==> config.mk <==
export PLATFORM = sky130hd
export DESIGN_NAME = hit_resolver
export DESIGN_NICKNAME = d
export VERILOG_FILES = /design/src/rtl/hit_resolver.sv
export SDC_FILE = /design/constraint.sdc
export NUM_CORES = 1
export LEC_CHECK = 0
export CORE_MARGIN = 3
export CORE_UTILIZATION = 30
export CTS_CLUSTER_DIAMETER = 200
export CTS_CLUSTER_SIZE = 25
export DETAILED_ROUTE_END_ITERATION = 7
export PLACE_DENSITY = 0.54
export SYNTH_ARGS = -nofsm -noshare
export SYNTH_HDL_FRONTEND = slang
export SYNTH_SLANG_ARGS = --single-unit
export TNS_END_PERCENT = 5
==> constraint.sdc <==
create_clock -name clk -period 4.83 [get_ports clk]
set_clock_uncertainty 0.15 [all_clocks]
set_input_delay 1.449 -clock clk [delete_from_list [all_inputs] [get_ports clk]]
set_output_delay 1.449 -clock clk [all_outputs]
set_load 0.005 [all_outputs]
==> src/rtl/hit_resolver.sv <==
// Frame-rate hit sequencer: samples both collision checkers once per frame,
// enforces one connection per attack, resolves trades and runs victim stun timers.
module hit_resolver #(
  parameter int HITSTUN_FRAMES   = 20,
  parameter int BLOCKSTUN_FRAMES = 12,
  parameter int CNT_W            = 6
) (
  input  logic             clk,
  input  logic             rst_n,
  input  logic             frame_tick,
  input  logic             attack_start_p1,
  input  logic             attack_start_p2,
  input  logic             got_hit_p1,
  input  logic             got_blocked_p1,
  input  logic             got_hit_p2,
  input  logic             got_blocked_p2,
  output logic             hitbox_enable_p1,
  output logic             hitbox_enable_p2,
  output logic             hit_evt_p1,
  output logic             block_evt_p1,
  output logic             hit_evt_p2,
  output logic             block_evt_p2,
  output logic             trade_evt,
  output logic             in_hitstun_p1,
  output logic             in_blockstun_p1,
  output logic             in_hitstun_p2,
  output logic             in_blockstun_p2,
  output logic [CNT_W-1:0] stun_cnt_p1,
  output logic [CNT_W-1:0] stun_cnt_p2
);

  typedef enum logic [1:0] {
    IDLE      = 2'd0,
    HITSTUN   = 2'd1,
    BLOCKSTUN = 2'd2
  } vstate_t;

  typedef struct packed {
    vstate_t          st;
    logic [CNT_W-1:0] cnt;
  } victim_t;

  localparam logic [CNT_W-1:0] HIT_LD = CNT_W'(HITSTUN_FRAMES);
  localparam logic [CNT_W-1:0] BLK_LD = CNT_W'(BLOCKSTUN_FRAMES);

  logic    armed_p1, armed_p2;
  logic    armed_eff_p1, armed_eff_p2;
  logic    hit_p1, blk_p1, hit_p2, blk_p2;
  victim_t v_p1, v_p2, v_p1_nxt, v_p2_nxt;

  // Hit beats block; a block landing during hitstun only raises the event.
  function automatic victim_t victim_next(victim_t cur, logic hit, logic blk, logic tick);
    victim_t n;
    n = cur;
    if (hit) begin
      n.st  = HITSTUN;
      n.cnt = HIT_LD;
    end else if (blk) begin
      if (cur.st != HITSTUN) begin
        n.st  = BLOCKSTUN;
        n.cnt = BLK_LD;
      end
    end else if (tick && cur.st != IDLE) begin
      n.cnt = cur.cnt - 1'b1;
      if (cur.cnt == CNT_W'(1)) n.st = IDLE;
    end
    return n;
  endfunction

  always_comb begin
    armed_eff_p1 = armed_p1 | attack_start_p1;
    armed_eff_p2 = armed_p2 | attack_start_p2;
    hit_p2 = frame_tick & got_hit_p2 & armed_eff_p1;
    blk_p2 = frame_tick & got_blocked_p2 & armed_eff_p1 & ~got_hit_p2;
    hit_p1 = frame_tick & got_hit_p1 & armed_eff_p2;
    blk_p1 = frame_tick & got_blocked_p1 & armed_eff_p2 & ~got_hit_p1;
    v_p1_nxt = victim_next(v_p1, hit_p1, blk_p1, frame_tick);
    v_p2_nxt = victim_next(v_p2, hit_p2, blk_p2, frame_tick);
  end

  always_ff @(posedge clk or negedge rst_n) begin
    if (!rst_n) begin
      v_p1 <= '0;
      v_p2 <= '0;
    end else begin
      v_p1 <= v_p1_nxt;
      v_p2 <= v_p2_nxt;
    end
  end

  // A connection disarms its attacker even when the start arrived on the same cycle.
  always_ff @(posedge clk or negedge rst_n) begin
    if (!rst_n) begin
      armed_p1     <= 1'b0;
      armed_p2     <= 1'b0;
      hit_evt_p1   <= 1'b0;
      block_evt_p1 <= 1'b0;
      hit_evt_p2   <= 1'b0;
      block_evt_p2 <= 1'b0;
      trade_evt    <= 1'b0;
    end else begin
      if (hit_p2 | blk_p2)      armed_p1 <= 1'b0;
      else if (attack_start_p1) armed_p1 <= 1'b1;
      if (hit_p1 | blk_p1)      armed_p2 <= 1'b0;
      else if (attack_start_p2) armed_p2 <= 1'b1;
      hit_evt_p1   <= hit_p1;
      block_evt_p1 <= blk_p1;
      hit_evt_p2   <= hit_p2;
      block_evt_p2 <= blk_p2;
      trade_evt    <= hit_p1 & hit_p2;
    end
  end

  assign hitbox_enable_p1 = armed_p1;
  assign hitbox_enable_p2 = armed_p2;
  assign in_hitstun_p1    = (v_p1.st == HITSTUN);
  assign in_blockstun_p1  = (v_p1.st == BLOCKSTUN);
  assign in_hitstun_p2    = (v_p2.st == HITSTUN);
  assign in_blockstun_p2  = (v_p2.st == BLOCKSTUN);
  assign stun_cnt_p1      = v_p1.cnt;
  assign stun_cnt_p2      = v_p2.cnt;

endmodule
# After elaboration in Yosys (flattened, before gate mapping)
# Cells that the tools add are included.
# totals
register_bits	23
in_bits	9
output_inout_bits	23
# classes
addsub	2
n_eq_ne	10
muxes	14
bitwise	17
n_reduce_logical	14
# ops
operator	count
2-to-1 mux 8 bit	8
equality test 6 x 1 -> 1 bit (second input constant)	2
nonzero test 3 bit	4
subtractor 6 x 1 -> 6 bit (second input constant)	2
AND 1 bit	11
nonzero test 2 bit	4
inequality test 3 x 2 -> 1 bit (second input constant)	2
AND reduction 3 bit	2
equality test 2 x 1 -> 1 bit (second input constant)	2
equality test 2 bit (second input constant)	2
2-to-1 mux 1 bit	4
2-to-1 mux 2 bit	2
inequality test 2 x 1 -> 1 bit (second input constant)	2
bitwise OR 1 bit	4
AND reduction 2 bit	2
logical AND 1 bit	2
NOT 1 bit	2

# Logic depth before layout (Yosys ltp)
# Gate-level depths: netlist of the first run.
# logic_depth
ltp_word	5
ltp_mapped	6

# Least setup slack after synthesis of the first run
# OpenSTA, ideal clock, no wires.
# synth_path
path_type	input-to-reg
start	input port got_blocked_p1
end	register v_p1, in the netlist stun_cnt_p1[3]
arrival_time_ns	2.337
t_required_ns	4.590
path_slack_ns	2.253
cell_stages	4
path_buffers	0
path_cell_list	o221a_2 nor2b_1 a211o_1 o221ai_1
# synth_via
elab_chain_cells	5
word_cells_on_any_way	8
classes_between	eq/ne (1); mux (2); bitwise (3); reduce/logical (2)
# synth_rtl
element	line_no	text
from (decl)	14	input logic got_blocked_p1,
AND 1 bit * (3 in series)	76	blk_p1 = frame_tick & got_blocked_p1 & armed_eff_p2 & ~got_hit_p1;
inequality test 3 x 2 -> 1 bit (no source line), or another cell as far along	n/a	
AND reduction 2 bit (no source line) / 2-to-1 mux 8 bit (equally long branches)	n/a	
to (signal assigned)	86	v_p1 <= v_p1_nxt;
to (decl)	49	victim_t v_p1, v_p2, v_p1_nxt, v_p2_nxt;
# Every way passes the cells marked *; elsewhere a longest branch is shown, timed or not.
# A chain may end at the register's enable or synchronous reset.

# Worst setup path in the final report of the first run
# layout_path
start	input port frame_tick
end	register v_p1, in the netlist stun_cnt_p1[4]
# layout_via
elab_chain_cells	5
word_cells_on_any_way	11
classes_between	eq/ne (1); mux (2); bitwise (5); reduce/logical (3)
# layout_rtl
element	line_no	text
from (decl)	10	input logic frame_tick,
AND 1 bit (3 in series)	76	
inequality test 3 x 2 -> 1 bit (no source line), or another cell as far along	n/a	
AND reduction 2 bit (no source line) / 2-to-1 mux 8 bit (equally long branches)	n/a	
# Parallel ways exist; a longest one is shown, timed or not.

==> results by stage, run 1 <==
Global routing:
- After global routing, the most crowded layer is met2.
- Entering global routing, the biggest net connects 24 pins.
- The first-pass GRT wire length is 5420 µm.
- The via count of the first global-routing pass is 1,191.
- Global routing finished with a remaining overflow of 0.
- For this run, global-route usage on met3 was measured as 3.65%.
- The met2 global-route usage is 21.0%.
- The initial antenna violation count is 0.
- The global routing met1 resource utilization is 15.7%.
- For this run, the total global-route usage over all layers was measured as 12.5%.

Setup path:
- Traced cell by cell, the critical path runs through clkdlybuf4s50_1, o21a_1, nand3b_1, a211o_1, o221ai_1.
- For this run, the slowest stage of the critical path takes 0.75 ns.
- The category of the worst setup path capture point is a register.
- The cell class contributing the biggest share of worst-path delay is compound AO/OA/AOI/OAI gates.
- The cell type of the slowest stage on the worst timing path is clkdlybuf4s50_1.
- The worst setup path is of the primary input to register kind.
- The data required time at the worst endpoint is 4.85 ns.
- Of all nets on the critical path, the largest fanout is 13.
- The worst setup path is launched from a primary input.
- The arrival time at the worst endpoint is 3.14 ns.
- Together, buffers and inverters on the worst path number 1.

Layout:
- Leaving out fill and tap cells, the most frequent cell in the layout is clkdlybuf4s50_1.
- For this run, the post-layout net count is 184.
- The top cell types in the final layout, fill and taps aside, are 31 x clkdlybuf4s50_1, 23 x dfrtp_1, 15 x inv_1, 15 x nor2_1.
- The count of antenna diodes in the layout is 0.
- The relative area change from synthesis to final layout is 23.1%.
- The fraction of final layout cells with drive strength greater than 1 is 7.65%.
- Once layout is complete, the utilization of the core stands at 38.7%.

STA:
- The shortest clock period the worst path allows after layout is 3.12 ns.
- In this run the tightest slew margin relative to its limit is 30.9%.
- The number of endpoints failing setup at the final stage is 0.
- The hold violation total from the final report is 0.
- The final max-slew violation count came to 0.
- The transition time at the pin with the least slew margin is 1.03 ns.
- The top achievable clock speed is 0.320 GHz.
- Setup repair after global routing left no endpoint under its margin.
- After layout, the worst path uses 64.6% of the clock period.
- For the final routed database, the setup TNS stands at 0 ns.

Logic synthesis:
- The number of distinct library cell variants in the gate-level netlist after synthesis is 44.
- Synthesis inferred 23 register bits.
- A synthesized cell averages 9.30 µm².
- The portion of synthesized cell area occupied by the leading cell type is 41.5%.
- Sequential cells were found to cover 41.5% of the synthesized design area.
- Synthesis handed over a netlist of 149 instances.
- The library cell occupying the most area in the post-synthesis netlist is dfrtp_1.
- The mapped netlist covers 0.00139 mm².
- In the post-synthesis netlist, the biggest area contributors are dfrtp_1 42%, buf_4 6.5%, inv_1 4.1%.
- The Yosys step of the flow raised 0 warnings.
- The total nets after synthesis is 162.

Clock network:
- After clock tree synthesis, the repair step resized 0 gates.
- The number of clock buffers added by TritonCTS is 3.
- The maximum buffer depth of the clock tree is 2.
- TritonCTS built the clock tree.
- The cell sitting at the root of the clock tree is a clkbuf_8.
- After clock tree synthesis, the flow added hold-fix buffers numbering 0.
- The count of H-tree levels built during CTS is 1.
- For the worst-skew pair, the clock arrives at the later sink with an insertion delay of 0.26 ns.
- After clock tree synthesis, the setup repair step added 0 buffers.
- Clock-pin slew was measured on the worst setup and hold paths at 0.08 ns.
- The total clock sinks is 23.

Route:
- The mean routed wirelength per cell is 14.3 µm.
- The count of routing violations after the opening detailed-route iteration is 59.
- The via count is 1,151.
- For this run, design rule violations remaining after detail routing come to 0.
- The final routed wirelength across all metal layers is 3170 µm.
- The detail-routed via count per cell is 5.18.
- The count of nets left with antenna violations once routing finished came out at 0.
- Before antenna repair, the detailed router went through 5 iterations.

Hold path:
- The path class of the tightest hold or removal check is register to register.

Power:
- The ratio of total power to cell area is 419 mW/mm².
- The leakage power is 0.733 nW.
- The worst supply voltage drop on vdd is 154 µV.

Die:
- The overall die area is 0.00547 mm².
- The area of the core is 0.00441 mm².
- 32 I/O pins were placed.
- The die is 74.0 µm tall.
- The number of cell rows is 24.
- The starting density of the core is 31.4%.
- The die boundary width is 74.0 µm.

Status:
- The run finished with clean final reports.

Placed design:
- Input and output buffers added on the ports amount to 31.
- The final weighted congestion of routability-driven global placement is 0.809.
- Detailed placement finished with a half-perimeter wire length of 2420 µm.

Run:
- Across the run, the number of max-cap violations was 0.
[layer usage]
metal	part of all wire [%]	vias up
met2	49	41
met4	1.0	0
li1	-	558
met1	43	546
met3	6.9	6
met5	0	-
[worst paths after layout]
check	from	to	slack [ns]	cells after the start
max	frame_tick	stun_cnt_p1[4]$_DFFE_PN0P_	1.71	5
min	stun_cnt_p1[5]$_DFFE_PN0P_	stun_cnt_p1[5]$_DFFE_PN0P_	0.37	1
max reg2reg	stun_cnt_p2[2]$_DFFE_PN0P_	stun_cnt_p2[5]$_DFFE_PN0P_	3.12	4
min reg2reg	stun_cnt_p1[5]$_DFFE_PN0P_	stun_cnt_p1[5]$_DFFE_PN0P_	0.37	1
max in group asynchronous	rst_n	hitbox_enable_p2$_DFFE_PN0P_	2.31	1
min in group asynchronous	rst_n	stun_cnt_p2[3]$_DFFE_PN0P_	1.60	1
[cell type report]
| cell class | count | area [µm²] |
|---|---|---|
| multi-input cells | 97 | 654 |
| inverters | 15 | 56.3 |
| fillers | 441 | 2710 |
| well taps | 52 | 65.1 |
| flip-flops and latches | 23 | 576 |
| repair buffers | 31 | 310 |
| clock buffers | 4 | 45.0 |
[synth_stat cells (all sizes together)]
cell and number:
a41o 2, a2111o 1, nor4 2, a2bb2oi 1
or2 2, buf 14, inv 15, dfrtp 23
nand2 8, nand3b 2, o21ai 11, or3 2
a2111oi 1, o21a 3, nor2b 4, nor3b 1
o22ai 2, nor3 3, o31ai 2, nand4bb 1
o2bb2ai 1, a22oi 1, a21oi 8, xnor2 3
a31o 1, a21o 2, nand3 1, ha 4
a211o 1, o21bai 1, a211oi 1, nor2 16
o221a 2, o221ai 3, nand2b 1, a31oi 2
o41a 1
[through the flow]
stage               setup WS [ns]  total power, mW  instance area (µm²)  cells  hold WS, ns
floorplan                    2.25            0.497                 1390    149        0.322
finish                       1.71            0.715                 1710    222        0.368
global route                 1.60            0.774                 1710    222        0.412
detailed placement           1.46            0.599                 1660    218        0.365
CTS                          1.73            0.724                 1710    222        0.380
global placement             1.56            0.591                 1660    218        0.349
[state kept, by name (all words and copies together), names as in the netlist]
signal	count
hit_evt_p1	1
v_p2	2
trade_evt	1
stun_cnt_p1	6
block_evt_p2	1
v_p1	2
hit_evt_p2	1
block_evt_p1	1
hitbox_enable_p2	1
hitbox_enable_p1	1
stun_cnt_p2	6
[report_power, final]
group / internal (mW) / switching (mW)
clock: 0.0589 / 0.0624
sequential: 0.236 / 0.0654
combinational: 0.163 / 0.129
total: 0.459 / 0.256
[kinds of logic after synthesis]
| kind of cell | Yosys count | synth area share [%] |
|---|---|---|
| AND/OR/NAND/NOR | 43 | 16.0 |
| XOR/XNOR | 3 | 1.90 |
| buffers and inverters | 29 | 11.3 |
| adder cells (fa/ha/maj) | 4 | 3.61 |
| AO/OA/AOI/OAI | 47 | 25.7 |
| flip-flops | 23 | 41.5 |
Note: power is estimated with default switching activity, not from simulation.
==> run 2: changes to the inputs <==
--- a/config.mk
+++ b/config.mk
@@ -10,7 +10,7 @@
 export CTS_CLUSTER_DIAMETER = 200
 export CTS_CLUSTER_SIZE = 25
 export DETAILED_ROUTE_END_ITERATION = 7
-export PLACE_DENSITY = 0.54
+export PLACE_DENSITY = 0.56
 export SYNTH_ARGS = -nofsm -noshare
 export SYNTH_HDL_FRONTEND = slang
 export SYNTH_SLANG_ARGS = --single-unit
==> constraint.sdc (replaced) <==
create_clock -name clk -period 2.6 [get_ports clk]
set_clock_uncertainty 0.15 [all_clocks]
set_input_delay 0.78 -clock clk [delete_from_list [all_inputs] [get_ports clk]]
set_output_delay 0.78 -clock clk [all_outputs]
set_load 0.005 [all_outputs]
==> run 2 against run 1 <==
  * Critical path depth down 2
  * Global-route usage rose by 0.067 points
  * Sequential power grew 87%
  * Worst hold slack improved by 0.0091 ns
  * Cell count up 1.4%
  * Clock power rose by 82%
  * Utilization increased by 0.51 points
  * First-iteration DRC count down 32%
  * Largest power group unchanged
==> results by stage, run 2 (synthesized netlist as in run 1, its figures left out) <==
Status:
- The flow ran to the end, and the final reports show no timing, DRC or antenna violations.

Power:
- Summed over all nets, the switching power comes to 474 µW.
- The clock network burns 16.5% of the power.
- The cell-internal power is 853 µW.
- Per report_power, the sequential group accounts for 42.6% of the total.
- Net switching is 35.7% of the power.
- The leakage power is 0.748 nW.
- Dividing total power by cell area gives a power density of 768 mW/mm².
- The share of total power in combinational logic is 40.9%.
- The worst-case IR drop observed on VDD is 430 µV.

Route:
- In the routed design, unresolved DRC markers number 0.
- For this run, the detailed router's first-pass iteration total came to 4.
- The via count is 1,194.
- The final layout contains routed wiring with a total length of 3200 µm.
- The mean routed wirelength per cell is 14.2 µm.
- The detail-routed via count per cell is 5.31.
- Once detail routing completed, the nets flagged for antenna violations numbered 0.
- The count of routing violations after the opening detailed-route iteration is 40.

STA:
- The final max-slew violation count was 0.
- On the final layout, the worst hold slack is 0.377 ns.
- For the pin with the worst max-slew slack, the measured transition is 0.392 ns.
- The hold violation total from the final report is 0.
- Setup slack on the critical path of the routed design comes to 0.193 ns.
- Timing would allow up to 0.416 GHz.
- The shortest clock period the worst path allows after layout is 2.41 ns.
- Setup repair after global routing left no endpoint under its margin.
- The final worst-path cycle share is 92.6%.
- Adding up every negative setup slack in the final design gives 0 ns.
- The relative slew slack is 73.6%.
- Setup violations remaining at the end of the flow were counted as 0.

Run:
- Across the run, the number of max-cap violations was 0.

Layout:
- Of the cells placed in the final design, the portion with a size suffix greater than 1 is 9.25%.
- The library cells used most frequently in the layout, excluding fill and tap cells, are 31 x clkdlybuf4s50_1, 23 x dfrtp_1, 15 x inv_1, 15 x nor2_1.
- Compared with the post-synthesis result, the final layout area differs by 24.7%.
- The register area is 576 µm².
- Counting the fill cells in the layout gives 428.
- Summing all multi-input logic gate instances after layout gives 654 µm².
- The count of antenna diodes in the layout is 0.
- At the end of the flow, the number of nets in the layout was 187.
- The most common cell after layout, fill and taps aside is clkdlybuf4s50_1.
- Cells fill 39.2% of the core in the end.

Clock network:
- In this run the number of H-tree levels came out at 1.
- The number of setup buffers added after CTS is 0.
- Once the clock tree was built, the resizer swapped 0 gates to a different size.
- The cell sitting at the root of the clock tree is a clkbuf_8.
- Clock tree synthesis inserted a total of 3 buffers.
- The tree built by TritonCTS fans out to 23 sinks.
- The maximum buffer depth of the clock tree is 2.
- TritonCTS built the clock tree.
- The clock transition time at the flip-flop clock pins of the worst setup and hold paths is 0.08 ns.
- The cts-stage hold buffer count is 0.
- The source-to-sink clock delay at the later pin of the worst-skew pair is 0.26 ns.

Global routing:
- For this run, global-route usage on met2 was measured as 22.2%.
- The global routing met1 resource utilization is 15.7%.
- The first global-routing pass estimated 5420 µm of wire.
- The global-route usage over all layers is 12.6%.
- For this run the aggregate overflow at the end of global routing stands at 0.
- The initial antenna violation count came to 0.
- Global routing used 2.70% of the available met3 tracks.
- The pin count of the biggest net entering global routing is 24.
- The most crowded layer after global routing is met2.
- The via count of the first global-routing pass is 1,213.

Die:
- The number of cell rows is 24.
- The top-level I/O count is 32.
- The starting density of the core is 31.4%.
- The core region is 0.00441 mm².
- Measured along the y axis, the die boundary spans 74.0 µm.
- The floorplan step set the die width to 74.0 µm.
- The die covers 0.00547 mm².

Setup path:
- The largest single stage delay on the critical path is 0.49 ns.
- The largest fanout on the critical path is 9.
- The cell class contributing the biggest share of worst-path delay is buffers and inverters.
- The critical path in this run is classified as register to primary output.
- Data on the critical path is required at its endpoint by 1.67 ns.
- STA classifies the critical path endpoint as a primary output.
- The critical path goes through nand2b_1, inv_1, clkdlybuf4s50_1.
- The number of buffer and inverter instances along the worst setup path is 2.
- For this design, the slowest cell found on the critical path is clkdlybuf4s50_1.
- The arrival time at the worst endpoint is 1.48 ns.
- The worst setup path is launched from a register.

Placed design:
- Timing analysis after detailed placement gives a worst setup slack of 0.0787 ns.
- The final weighted congestion of routability-driven global placement is 0.871.
- Once detailed placement completed, the half-perimeter wirelength came to 2490 µm.
- The count of buffers inserted at the top-level ports is 31.

Hold path:
- The path class of the tightest hold or removal check is register to register.
==> run 2: cell types whose count changed in the layout (fill, tap and decap cells not counted) <==
cell	delta
buf_4	+3
==> run 2: worst reg2reg max path, delay by kind of cell, from the launching register on <==
family          cells  cell delay, ns
compound gates      1            0.35
xor+xnor            1            0.15
flops               1            0.46
simple gates        2            0.49
==> run 2: cell type report <==
class	instances	share of cell area, %
sequential	23	33.3
multi-input combinational	97	37.8
inverter	15	3.26
timing repair buffer	34	19.2
tap	52	3.76
clock buffer	4	2.60
==> run 2: stage by stage <==
step           std cells  area [µm²]  total power [mW]
2_1_floorplan        149        1390             0.923
3_3_place_gp         221        1680              1.10
3_5_place_dp         221        1680              1.12
4_1_cts              225        1730              1.35
5_1_grt              225        1730              1.44
6_report             225        1730              1.33
==> run 2: worst paths after layout <==
check / to / cells after the start / from / slack (ns)
max reg2reg: stun_cnt_p2[5]$_DFFE_PN0P_ / 4 / stun_cnt_p2[0]$_DFFE_PN0P_ / 0.89
min in group asynchronous: stun_cnt_p2[2]$_DFFE_PN0P_ / 2 / rst_n / 0.73
max in group asynchronous: stun_cnt_p2[4]$_DFFE_PN0P_ / 2 / rst_n / 1.34
min reg2reg: stun_cnt_p1[5]$_DFFE_PN0P_ / 1 / stun_cnt_p1[5]$_DFFE_PN0P_ / 0.38
max: in_hitstun_p2 / 3 / v_p2[7]$_DFFE_PN0P_ / 0.19
min: stun_cnt_p1[5]$_DFFE_PN0P_ / 1 / stun_cnt_p1[5]$_DFFE_PN0P_ / 0.38
==> run 2: per-layer routing <==
metal  part of all wire [%]  vias up
met5                      0        -
met4                    1.1        0
met3                    7.1        6
met2                     47       52
met1                     44      570
li1                       -      566
==> run 2: power groups by stage <==
stage	clock (mW)	combinational, mW	sequential (mW)
after floorplan	0	0.391	0.532
after detailed placement	0	0.547	0.574
after global placement	0	0.533	0.567
after global routing	0.249	0.603	0.590
final	0.220	0.543	0.565
after CTS	0.228	0.551	0.567
==> run 3: changes to the inputs <==
--- a/config.mk
+++ b/config.mk
@@ -8,9 +8,9 @@
 export CORE_MARGIN = 3
 export CORE_UTILIZATION = 30
 export CTS_CLUSTER_DIAMETER = 200
-export CTS_CLUSTER_SIZE = 25
+export CTS_CLUSTER_SIZE = 8
 export DETAILED_ROUTE_END_ITERATION = 7
-export PLACE_DENSITY = 0.56
+export PLACE_DENSITY = 0.54
 export SYNTH_ARGS = -nofsm -noshare
 export SYNTH_HDL_FRONTEND = slang
 export SYNTH_SLANG_ARGS = --single-unit
==> constraint.sdc (replaced) <==
create_clock -name clk -period 2.45 [get_ports clk]
set_clock_uncertainty 0.15 [all_clocks]
set_input_delay 0.735 -clock clk [delete_from_list [all_inputs] [get_ports clk]]
set_output_delay 0.735 -clock clk [all_outputs]
set_load 0.005 [all_outputs]
==> run 3 against run 2 <==
  * Sequential share of layout area fell by 0.52 points
  * Routed wire length rose by 3.2%
  * Critical path depth did not move
  * First-iteration DRC count rose by 150%
  * Combinational power rose by 7.4%
  * Largest power group unchanged
==> results by stage, run 3 (synthesized netlist as in run 1, its figures left out) <==
Hold path:
- The path class of the tightest hold or removal check is register to register.

Clock network:
- The clock transition time at the flip-flop clock pins of the worst setup and hold paths is 0.09 ns.
- The maximum buffer depth of the clock tree is 2.
- The TritonCTS clock tree is yes.
- The clock reaches the later pin of the worst-skew pair after 0.26 ns.
- The count of H-tree levels built during CTS is 1.
- The clock net in this run drives a total of 23 sinks.
- The tree is rooted in a clkbuf_8.
- Buffers inserted during clock tree synthesis total 3.

STA:
- Setup slack closes at 0.114 ns.
- Setup repair after global routing left no endpoint under its margin.
- The final max-slew violation count is 0.
- For the finished layout, the period the worst path requires is 2.34 ns.
- The number of endpoints failing setup at the final stage is 0.
- The hold violation total from the final report is 0.
- The worst path uses 95.3% of the clock period.
- The transition time at the pin with the least slew margin is 0.388 ns.
- The tightest hold path in the finished design has a slack of 0.381 ns.
- The relative slew slack is 73.9%.
- The top achievable clock speed is 0.428 GHz.

Route:
- The final routed wirelength across all metal layers is 3300 µm.
- The detailed router placed 1,190 vias in this run.
- After detailed routing, the average wire length per cell comes to 14.4 µm.
- The length of the first detailed-routing pass in iterations is 4.
- The number of DRC violations after detailed routing is 0.
- After the first detailed-routing iteration, the DRC count stood at 98.
- Dividing the detail-routed via count by the number of cells gives 5.20.
- The number of routed nets with antenna violations is 0.

Die:
- The floorplan step set the die width to 74.0 µm.
- The die covers 0.00547 mm².
- Row generation in the floorplan step produced 24 rows.
- After floorplanning, the core was sized to cover 0.00441 mm².
- In this run the vertical extent of the chip is 74.0 µm.
- The top-level I/O count is 32.
- The starting density of the core is 31.4%.

Placed design:
- The final weighted congestion of routability-driven global placement is 0.822.
- After detailed placement, the design holds a cell count of 223.
- The placed standard-cell area is 0.00170 mm².
- During placement, the flow inserted port buffers numbering 31.
- The total half-perimeter wirelength after legalization and detailed placement is 2470 µm.
- At the placement stage, the worst setup path has a slack of -0.00670 ns.

Layout:
- The cell area after layout is 0.00176 mm².
- Once layout is complete, the cells apart from fillers number 229.
- The count of antenna diodes in the layout is 0.
- The library cell used most frequently in the layout, excluding fill and tap cells, is clkdlybuf4s50_1.
- For this run, the post-layout net count is 191.
- The post-layout utilization of the core is 39.9%.
- In the final layout, the share of cells above drive strength 1 is 11.9%.
- The relative area change from synthesis to final layout is 27.0%.
- In the layout the commonest cells are 31 x clkdlybuf4s50_1, 22 x dfrtp_1, 15 x inv_1, 15 x nor2_1.

Power:
- The ratio of total power to cell area is 812 mW/mm².
- The analysis attributes to cell leakage a power of 0.767 nW.
- The worst supply voltage drop on vdd is 349 µV.

Setup path:
- Data on the critical path is required at its endpoint by 1.56 ns.
- Along the worst path, the maximum fanout reaches 7.
- The largest stage delay on the critical path is 0.49 ns.
- The worst setup path is launched from a register.
- The number of buffer and inverter instances along the worst setup path is 2.
- The cell type of the slowest stage on the worst timing path is clkdlybuf4s50_1.
- Data on the critical path arrives at its endpoint at 1.45 ns.
- Traced cell by cell, the critical path runs through nand2b_1, inv_1, clkdlybuf4s50_1.
- The setup path with the least slack is of type register to primary output.
- The category of the worst setup path capture point is a primary output.
- The cell class contributing the biggest share of worst-path delay is buffers and inverters.

Run:
- The max-capacitance violation count is 0.

Global routing:
- In the global route stage, overall resource usage came out at 12.9%.
- The via count of the first global-routing pass is 1,216.
- The initial antenna violation count came to 0.
- The total overflow left after global routing is 0.
- Entering global routing, the biggest net connects 24 pins.
- The first-pass GRT wire length is 5530 µm.

Status:
- The flow ran to the end, and the final reports show no timing, DRC or antenna violations.
-- run 3: cell count changes in the layout (fill, tap and decap cells not counted), sizes merged --
cell / change
buf: +4
-- run 3: cell type report --
type | instances | area, µm²
inverters | 15 | 56.3
multi-input cells | 97 | 654
repair buffers | 38 | 363
well taps | 52 | 65.1
fillers | 422 | 2650
clock buffers | 4 | 45.0
flip-flops and latches | 23 | 577
-- run 3: worst reg2reg max path, stage by stage (launching register included) --
cell and delay (ns):
dfrtp_1 0.46, o21a_2 0.30, a2111o_1 0.43, a21oi_1 0.14, a2bb2oi_1 0.18
-- run 3: where the power goes --
| group | switching (mW) | internal [mW] |
|---|---|---|
| sequential | 0.136 | 0.466 |
| clock | 0.128 | 0.116 |
| combinational | 0.251 | 0.332 |
| total | 0.515 | 0.914 |
-- run 3: worst paths after layout --
path,start,endpoint,slack [ns],cells after the start
max in group asynchronous,rst_n,v_p2[7]$_DFFE_PN0P_,1.23,2
setup reg to reg,hitbox_enable_p1$_DFFE_PN0P_,stun_cnt_p2[3]$_DFFE_PN0P_,0.72,4
hold / removal,stun_cnt_p1[5]$_DFFE_PN0P_,stun_cnt_p1[5]$_DFFE_PN0P_,0.38,1
min in group asynchronous,rst_n,stun_cnt_p2[2]$_DFFE_PN0P_,0.67,2
hold reg to reg,stun_cnt_p1[5]$_DFFE_PN0P_,stun_cnt_p1[5]$_DFFE_PN0P_,0.38,1
setup / recovery,v_p2[7]$_DFFE_PN0P_,in_hitstun_p2,0.11,3
-- run 3: through the flow --
step | power, mW | TNS, ns
after floorplan | 0.980 | 0
after CTS | 1.44 | 0
after global placement | 1.17 | 0
after detailed placement | 1.19 | -0.0114
after global routing | 1.54 | 0
final | 1.43 | 0
-- run 3: timing repair --
action                                  4_1_cts  5_1_grt
endpoints found under the setup margin        0        2
hold buffers                                  0        0
setup buffers                                 0        2
gates resized for setup                       0        1
-- run 3: routing by layer --
metal	global-route usage [%]	vias up	wire, µm	share of wire [%]
li1	-	578	-	-
met1	16.0	570	1460	44
met2	22.5	35	1600	48
met3	2.97	7	194	5.9
met4	3.42	0	44	1.3
met5	0	-	0	0
